## src/rtl/seq_divider.sv

```systemverilog
// seq_divider: multi-cycle unsigned radix-2 restoring divider.
// Computes quotient = floor(dividend/divisor) and remainder = dividend mod divisor
// over WIDTH iteration cycles. One operation is in flight at a time.
// Ports:
//   clk       - rising-edge clock
//   rst       - synchronous reset, active-low
//   start     - sample operands and begin an operation (ignored while Busy)
//   dividend  - numerator, sampled on accepted start
//   divisor   - denominator, sampled on accepted start
//   quotient  - result, held until the next operation completes
//   remainder - remainder, held likewise
//   div_zero  - asserted with Ready when the sampled divisor was zero
//   Busy      - high while iterating (exactly WIDTH cycles)
//   Ready     - high from completion until the next accepted start or reset
module seq_divider #(
  parameter int unsigned WIDTH = 16
) (
  input  logic             clk,
  input  logic             rst,
  input  logic             start,
  input  logic [WIDTH-1:0] dividend,
  input  logic [WIDTH-1:0] divisor,
  output logic [WIDTH-1:0] quotient,
  output logic [WIDTH-1:0] remainder,
  output logic             div_zero,
  output logic             Busy,
  output logic             Ready
);

  localparam int unsigned CNT_W = (WIDTH > 2) ? $clog2(WIDTH) : 1;

  typedef enum logic [1:0] {
    ST_IDLE = 2'd0,
    ST_BUSY = 2'd1,
    ST_DONE = 2'd2
  } state_e;

  state_e           state_q;
  logic [WIDTH:0]   rem_q;     // partial remainder, one bit wider than the operands
  logic [WIDTH-1:0] qsh_q;     // dividend shifting out, quotient bits shifting in
  logic [WIDTH-1:0] dvsr_q;
  logic [CNT_W-1:0] cnt_q;

  logic [WIDTH:0]   rem_sh_d;
  logic [WIDTH:0]   rem_d;
  logic [WIDTH-1:0] qsh_d;
  logic             ge_d;
  logic             accept_d;

  // One restoring step on the current partial remainder.
  // With a zero divisor every step subtracts nothing and sets the quotient bit,
  // so the natural result is all-ones quotient and remainder = dividend.
  always_comb begin
    rem_sh_d = {rem_q[WIDTH-1:0], qsh_q[WIDTH-1]};
    ge_d     = (rem_sh_d >= {1'b0, dvsr_q});
    rem_d    = ge_d ? (rem_sh_d - {1'b0, dvsr_q}) : rem_sh_d;
    qsh_d    = {qsh_q[WIDTH-2:0], ge_d};
    accept_d = start && (state_q != ST_BUSY);
  end

  // Control FSM, datapath and registered outputs.
  always_ff @(posedge clk) begin
    if (!rst) begin
      state_q   <= ST_IDLE;
      rem_q     <= '0;
      qsh_q     <= '0;
      dvsr_q    <= '0;
      cnt_q     <= '0;
      quotient  <= '0;
      remainder <= '0;
      div_zero  <= 1'b0;
      Busy      <= 1'b0;
      Ready     <= 1'b0;
    end else begin
      case (state_q)
        ST_IDLE, ST_DONE: begin
          if (accept_d) begin
            state_q  <= ST_BUSY;
            rem_q    <= '0;
            qsh_q    <= dividend;
            dvsr_q   <= divisor;
            cnt_q    <= '0;
            div_zero <= 1'b0;
            Busy     <= 1'b1;
            Ready    <= 1'b0;
          end
        end
        ST_BUSY: begin
          rem_q <= rem_d;
          qsh_q <= qsh_d;
          if (cnt_q == CNT_W'(WIDTH - 1)) begin
            // Last step: publish results and wrap the counter.
            state_q   <= ST_DONE;
            cnt_q     <= '0;
            quotient  <= qsh_d;
            remainder <= rem_d[WIDTH-1:0];
            div_zero  <= (dvsr_q == '0);
            Busy      <= 1'b0;
            Ready     <= 1'b1;
          end else begin
            cnt_q <= cnt_q + CNT_W'(1);
          end
        end
        default: begin
          state_q <= ST_IDLE;
          Busy    <= 1'b0;
          Ready   <= 1'b0;
        end
      endcase
    end
  end

endmodule

```

## config.mk

```make
export PLATFORM = sky130hd
export DESIGN_NAME = seq_divider
export DESIGN_NICKNAME = d
export VERILOG_FILES = /design/src/rtl/seq_divider.sv
export SDC_FILE = /design/constraint.sdc
export NUM_CORES = 1
export LEC_CHECK = 0
export BUFFER_PORTS_ARGS = -buffer_cell sky130_fd_sc_hd__buf_2
export CAP_MARGIN = 20
export CORE_MARGIN = 10
export CORE_UTILIZATION = 50
export CTS_CLUSTER_SIZE = 8
export DETAILED_ROUTE_END_ITERATION = 8
export PLACE_DENSITY_LB_ADDON = 0.05
export SETUP_SLACK_MARGIN = 0.4
export SLEW_MARGIN = 20
export SYNTH_ARGS = -nofsm -noshare
export SYNTH_HDL_FRONTEND = slang
export SYNTH_SLANG_ARGS = --single-unit
```

## constraint.sdc

```tcl
create_clock -name clk -period 3.3 [get_ports clk]
set_clock_uncertainty 0.05 [all_clocks]
set_input_delay 0.165 -clock clk [delete_from_list [all_inputs] [get_ports clk]]
set_output_delay 0.165 -clock clk [all_outputs]
set_load 0.01 [all_outputs]
```

==> results.yml, run 1 <==
outcome:
  status: "finished, final reports clean"
synthesis:
  async_reset_ff_share_pct: 0
  synth_edf_count: 0
  yosysUniqueCellTypes: 50
  synth_area_um2: 4310
  seq_area_frac_synth_pct: 40.9
  yosysWarnings: 0
  synth_nets: 571
  synth_area_per_cell_um2: 8.31
  synth_ff_type: "dfxtp_1"
  ys_ff_latch: 88
  synthCells: 518
timing:
  rsz0062_at_grt: "no"
  finalCritPeriodShare_pct: 78.4
  fmax_ghz: 0.387
  slew_violations: 0
  setup_viol: 0
  period_needed_ns: 2.59
  finalHoldViolations: 0
  finalSetupTns_ns: 0
  worst_pin_slew_ns: 0.635
  slew-limit-headroom_pct: 57.6
power_and_ir_drop:
  p_clk_share_pct: 16.4
  ir_drop_mv: 0.492
  p_leak_nw: 2.06
  sequentialPowerShare_pct: 29.0
  p_sw_mw: 1.86
  power.switching_fraction_pct: 42.5
  p_int_mw: 2.51
  power_density_nw_per_um2: 878
  combPwrFrac_pct: 54.6
floorplanning:
  fp-row-count: 33
  start_util_pct: 51.9
  ios: 70
  chipWidth_um: 113
  die_h_um: 113
  die-area_um2: 12700
  design.core.area_um2: 8300
cts:
  cts.sinks: 88
  cts_htree_levels: 3
  clock_path_buffers: 2
  cts_setup_buffers: 0
  cts_made_buffers: 9
  worstSkewPairLatency_ns: 0.36
  cts_tree: "done"
  clk_pin_slew_ns: 0.08
  cts-root-buf: "clkbuf_8"
worst_setup_path:
  crit_fanout: 3
  cp.depth: 11
  critPathCaptureType: "register"
  crit_path_start_kind: "register"
  crit_top_cell: "inv_1"
  cp_data_arrival_time_ns: 2.81
  crit_family: "compound AO/OA/AOI/OAI gates"
  path_cells: "inv_1, ha_1, inv_1, fa_1, a21o_1, a221oi_2, o21a_1, mux2_2, nor2_1, mux2i_1, o21ai_1"
  required_ns: 3.53
  max_stage_delay_ns: 0.42
  worst_path_max_delay_cell: "fa_1"
  critPathBufInv: 2
  crit_type: "reg2reg"
  reg2reg_depth: 11
routing:
  drc_errors: 0
  num_vias: 3790
  drtAntennaViolNets: 0
  drt_first_pass_iters: 4
  viasPerCell: 5.48
  avgRoutedWirePerCell_um: 15.5
  drt-initial-drc-count: 231
  drt_wl_total_um: 10700
global_route:
  grt_max_degree: 58
  track_usage_pct: 16.6
  overflow: 0
  grt_pass1_wl_um: 17900
  grt_pass1_vias: 3690
  antenna_found_initial: 0
hold_path:
  hold_path_class: "in2reg"
  hold_depth: 3
finish:
  final_core_util_pct: 60.0
  n_antenna_cell: 0
  num-nets-final: 634
  drive_gt1_share_pct: 17.2
  fin_area_um2: 4980
  syn_to_final_growth_pct: 15.6
placement:
  place_area_um2: 4700
  dp_hpwl_um: 7710
  portBuffers: 69
  place.gp.congestion: 0.862
run:
  cap_violations: 0
[worst register-to-register path: stages (launching register included)]
cell and delay (ns):
dfxtp_1 0.31, inv_1 0.08, ha_1 0.16, inv_1 0.05
fa_1 0.42, a21o_1 0.20, a221oi_2 0.33, o21a_1 0.24
mux2_2 0.35, nor2_1 0.08, mux2i_1 0.09, o21ai_1 0.14
[per-stage QoR]
stage	power, mW	hold slack [ns]	setup slack [ns]	instances
after floorplan	3.33	0.260	0.863	518
after global placement	3.60	0.365	0.677	667
after detailed placement	3.63	0.374	0.627	667
after CTS	4.37	0.00283	0.584	691
after global routing	4.69	0.0143	0.433	691
final	4.37	0.00858	0.714	691
[layout by cell type (no fill, tap or decap), drive strengths merged, types with 2 or more instances in the layout]
cell         instances
ha                  17
inv                 18
nor4                 4
nand3               13
and3                 3
a211o                2
o21a                 4
a21oi               26
mux2i               15
nor2b                6
clkinvlp             2
nand4                7
a22oi                3
nor3                 5
and2                 2
o31ai                3
o211ai               7
o21ai               34
buf                 75
dlygate4sd3          8
a31oi                2
dfxtp               88
nor2                45
xor2                 6
a21boi              34
nand2b               4
or3                  2
a21o                 4
clkbuf              13
a211oi               2
xnor2                6
o221ai              15
nand2               99
[final cells by class]
cell class | count | area (um2)
Fill cell | 787 | 3320
Multi-Input combinational cell | 382 | 2360
Clock inverter | 3 | 23.8
Inverter | 17 | 63.8
Timing Repair Buffer | 83 | 470
Clock buffer | 13 | 169
Tap cell | 105 | 131
Sequential cell | 88 | 1760
[timing repair]
item,CTS,global route
setup endpoints to repair,0,4
hold endpoints to repair,8,0
hold buffers,8,0
resized for setup,0,1
[synthesized netlist by cell type (all sizes together), types with 7 or more instances]
library cell,n,area [um2]
a21boi,34,255
a21oi,26,130
clkbuf,25,93.8
dfxtp,88,1760
o221ai,15,131
inv,17,63.8
nand3,13,65.1
o21ai,34,170
nand4,7,43.8
mux2i,15,150
o211ai,7,57.6
ha,17,213
nor2,45,169
nand2,99,388
[per-layer routing]
| metal | GRT usage (%) | vias up | wire, um |
|---|---|---|---|
| met1 | 22.8 | 1773 | 5320 |
| met2 | 25.8 | 69 | 4860 |
| met3 | 3.28 | 14 | 419 |
| met5 | 0 | - | 0 |
| met4 | 4.91 | 0 | 128 |
| li1 | - | 1934 | - |
[cells by family after synthesis]
group	after synthesis	synth area share, %
adder cells (fa/ha/maj)	18	5.40
AND/OR/NAND/NOR	192	19.6
buffers and inverters	48	4.56
multiplexers	16	3.75
flip-flops	88	40.9
XOR/XNOR	12	2.44
AO/OA/AOI/OAI	144	23.4
[registers in the layout, summed over array words and instances (netlist names)]
name       flops
Busy           1
rem_q         16
dvsr_q        16
div_zero       1
quotient      16
remainder     16
cnt_q          4
state_q        1
Ready          1
qsh_q         16
[power groups by stage]
| stage | clock, mW | sequential, mW | combinational (mW) |
|---|---|---|---|
| after floorplan | 0 | 1.26 | 2.07 |
| after global placement | 0 | 1.29 | 2.31 |
| after detailed placement | 0 | 1.29 | 2.34 |
| after CTS | 0.733 | 1.26 | 2.37 |
| after global routing | 0.771 | 1.28 | 2.64 |
| final | 0.719 | 1.27 | 2.39 |
[worst paths after layout]
kind / slack [ns] / from / to
min reg2reg: 0.41 / quotient[4] / quotient[4]
max: 0.71 / qsh_q[15] / rem_q[14]
max reg2reg: 0.71 / qsh_q[15] / rem_q[14]
min: 0.009 / divisor[11] / dvsr_q[11]
(Power assumes the default switching activity.)
==> run 2: changes to the inputs <==
--- a/config.mk
+++ b/config.mk
@@ -5,6 +5,7 @@
 export SDC_FILE = /design/constraint.sdc
 export NUM_CORES = 1
 export LEC_CHECK = 0
+export ABC_AREA = 1
 export BUFFER_PORTS_ARGS = -buffer_cell sky130_fd_sc_hd__buf_2
 export CAP_MARGIN = 20
 export CORE_MARGIN = 10
==> constraint.sdc (replaced) <==
create_clock -name clk -period 2.1 [get_ports clk]
set_clock_uncertainty 0.05 [all_clocks]
set_input_delay 0.105 -clock clk [delete_from_list [all_inputs] [get_ports clk]]
set_output_delay 0.105 -clock clk [all_outputs]
set_load 0.01 [all_outputs]
==> run 2 against run 1 <==
  * Hold slack lost 0.0011 ns
  * Sequential cell count stayed put
  * Register-to-register slack worse by 0.62 ns
  * Largest cell class unchanged
==> results.yml, run 2 <==
routing:
  num_vias: 4784
  avgRoutedWirePerCell_um: 17.1
  viasPerCell: 5.41
  drtAntennaViolNets: 0
  met1_length_um: 6670
  drc_errors: 0
  drt_wl_total_um: 15100
  drt-initial-drc-count: 378
  top_layer: "met4"
  dr_wl_met2_um: 7290
  wl_met3_um: 950
  drt_first_pass_iters: 5
synthesis:
  synth.most_common_cell: "nand2_1"
  synth_top_cell_by_area: "dfxtp_1"
  synth_area_per_cell_um2: 6.97
  ys_ff_latch: 88
  synth_ff_type: "dfxtp_1"
  synth_commonest_cells: "nand2_1, inv_1, dfxtp_1, a21oi_1, nor2_1"
  yosys.area.top_type_share_pct: 38.3
  synthCells: 660
  synth_area_um2: 4600
  seq_area_frac_synth_pct: 38.3
  async_reset_ff_share_pct: 0
  yosysUniqueCellTypes: 35
  synthTopCellsByArea: "dfxtp_1, nand2_1, inv_1"
  yosysWarnings: 0
  synth_edf_count: 0
  synth_nets: 713
placement:
  place_ws_ns: 0.0423
  dp_hpwl_um: 10500
  place.gp.congestion: 0.931
  portBuffers: 69
power_and_ir_drop:
  sequentialPowerShare_pct: 30.3
  ir_drop_mv: 0.581
  p_sw_mw: 2.69
  p_clk_share_pct: 20.7
  p_leak_nw: 2.95
  power.switching_fraction_pct: 42.2
  power_density_nw_per_um2: 1000
  combPwrFrac_pct: 49.0
  p_int_mw: 3.69
finish:
  num-nets-final: 825
  n_antenna_cell: 0
  syn_to_final_growth_pct: 38.2
  drive_gt1_share_pct: 37.5
  layout_commonest_cell: "nand2_1"
  num-fill-cells: 721
  final_core_util_pct: 71.9
  final_cell_mix: "nand2_1, inv_1, buf_2"
timing:
  setup_viol: 0
  rsz0062_at_grt: "yes"
  period_needed_ns: 2.01
  finalCritPeriodShare_pct: 95.5
  slew-limit-headroom_pct: 58.7
  slew_violations: 0
  final.setup.worst_slack_ns: 0.0949
  worst_pin_slew_ns: 0.614
  finalHoldViolations: 0
  fmax_ghz: 0.499
worst_setup_path:
  crit_fanout: 7
  cp_data_arrival_time_ns: 2.21
  critPathCaptureType: "register"
  path_cells: "ha_4, buf_6, nand3_4, nor2_1, nand3_1, nand2_2, nor2_4, buf_6, nand3b_1, nand2_2, a21o_1, inv_1"
  crit_type: "reg2reg"
  max_stage_delay_ns: 0.36
  required_ns: 2.31
  worst_path_max_delay_cell: "dfxtp_2"
  crit_path_start_kind: "register"
global_route:
  grt_max_degree: 50
  track_usage_pct: 21.5
  overflow: 0
  grt_pass1_vias: 4546
  antenna_found_initial: 0
  grt_pass1_wl_um: 23200
cts:
  cts.sinks: 88
  clock_path_buffers: 2
  worstSkewPairLatency_ns: 0.36
  cts-root-buf: "clkbuf_8"
  clk_pin_slew_ns: 0.11
  cts_htree_levels: 3
  cts_made_buffers: 9
  cts_tree: "done"
floorplanning:
  chipWidth_um: 116
  ios: 70
  die-area_um2: 13400
  start_util_pct: 52.0
  design.core.area_um2: 8850
  fp-row-count: 34
  die_h_um: 116
hold_path:
  hold_path_class: "in2reg"
outcome:
  status: "finished, final reports clean"
run:
  cap_violations: 0
[run 2: cell types whose count changed after synthesis, sizes merged, moves of 4 or more]
cell / delta
a21oi: +38
nor2: +13
a211oi: +9
mux2i: -15
nor2b: -6
a21boi: -34
nand3b: +8
o211ai: -7
nand2: +67
inv: +85
nand3: +21
nand2b: -4
clkbuf: -5
[run 2: power groups by stage]
stage          Combinational, mW  Clock (mW)  Sequential [mW]
3_5_place_dp                2.38           0             1.95
6_report                    3.12        1.32             1.93
3_3_place_gp                2.36           0             1.95
4_1_cts                     2.80        1.32             1.92
2_1_floorplan               1.82           0             1.92
5_1_grt                     3.39        1.39             1.94
[run 2: critical path: cells and delay by family, from the launching register on]
kind	cells	cell delay [ns]
buf+inv	3	0.35
simple gates	7	0.75
fa+ha+maj	1	0.27
compound gates	1	0.11
flops	1	0.36
[run 2: cells by family (layout without fill, tap and decap cells)]
family | after synthesis | after routing | share of synthesized area (%)
XOR/XNOR | 7 | 7 | 1.33
AO/OA/AOI/OAI | 134 | 134 | 17.4
buffers and inverters | 132 | 247 | 11.7
adder cells (fa/ha/maj) | 18 | 18 | 5.06
flip-flops | 88 | 88 | 38.3
AND/OR/NAND/NOR | 281 | 282 | 26.2
[run 2: final cells by class]
cell class / instances / area [um2] / share of cell area (%)
Clock buffer: 9 / 124 / 1.95
Clock inverter: 6 / 91.3 / 1.44
Inverter: 103 / 399 / 6.28
Multi-Input combinational cell: 441 / 2840 / 44.6
Sequential cell: 88 / 1810 / 28.4
Tap cell: 108 / 135 / 2.12
Timing Repair Buffer: 129 / 967 / 15.2
[run 2: per-layer routing]
layer | vias up | global-route usage [%]
met5 | - | 0
met4 | 0 | 4.67
met3 | 20 | 3.93
met2 | 165 | 35.6
met1 | 2244 | 28.7
li1 | 2355 | -
[run 2: final timing paths]
check,startpoint,to,slack (ns),cells past startpoint
min reg2reg,qsh_q[2],quotient[3],0.42,2
max reg2reg,rem_q[13],remainder[2],0.09,12
max,rem_q[13],remainder[2],0.09,12
min,divisor[11],dvsr_q[11],0.007,3
[run 2: what timing repair did]
item | 4_1_cts | 5_1_grt
endpoints found under the hold margin | 13 | 0
gates resized for setup | 53 | 61
cloned | 1 | 3
setup buffers | 16 | 13
hold buffers | 13 | 0
endpoints found under the setup margin | 36 | 68
pin swaps | 26 | 36
[run 2: per-stage QoR]
stage	hold slack (ns)	TNS, ns	power (mW)	std cells	cell area [um2]
floorplan	0.190	0	3.74	660	4860
global placement	0.306	0	4.31	823	5320
detailed placement	0.292	0	4.33	823	5320
CTS	0.000725	0	6.04	868	6010
global route	0.0294	-0.00422	6.72	884	6360
finish	0.00747	0	6.37	884	6360
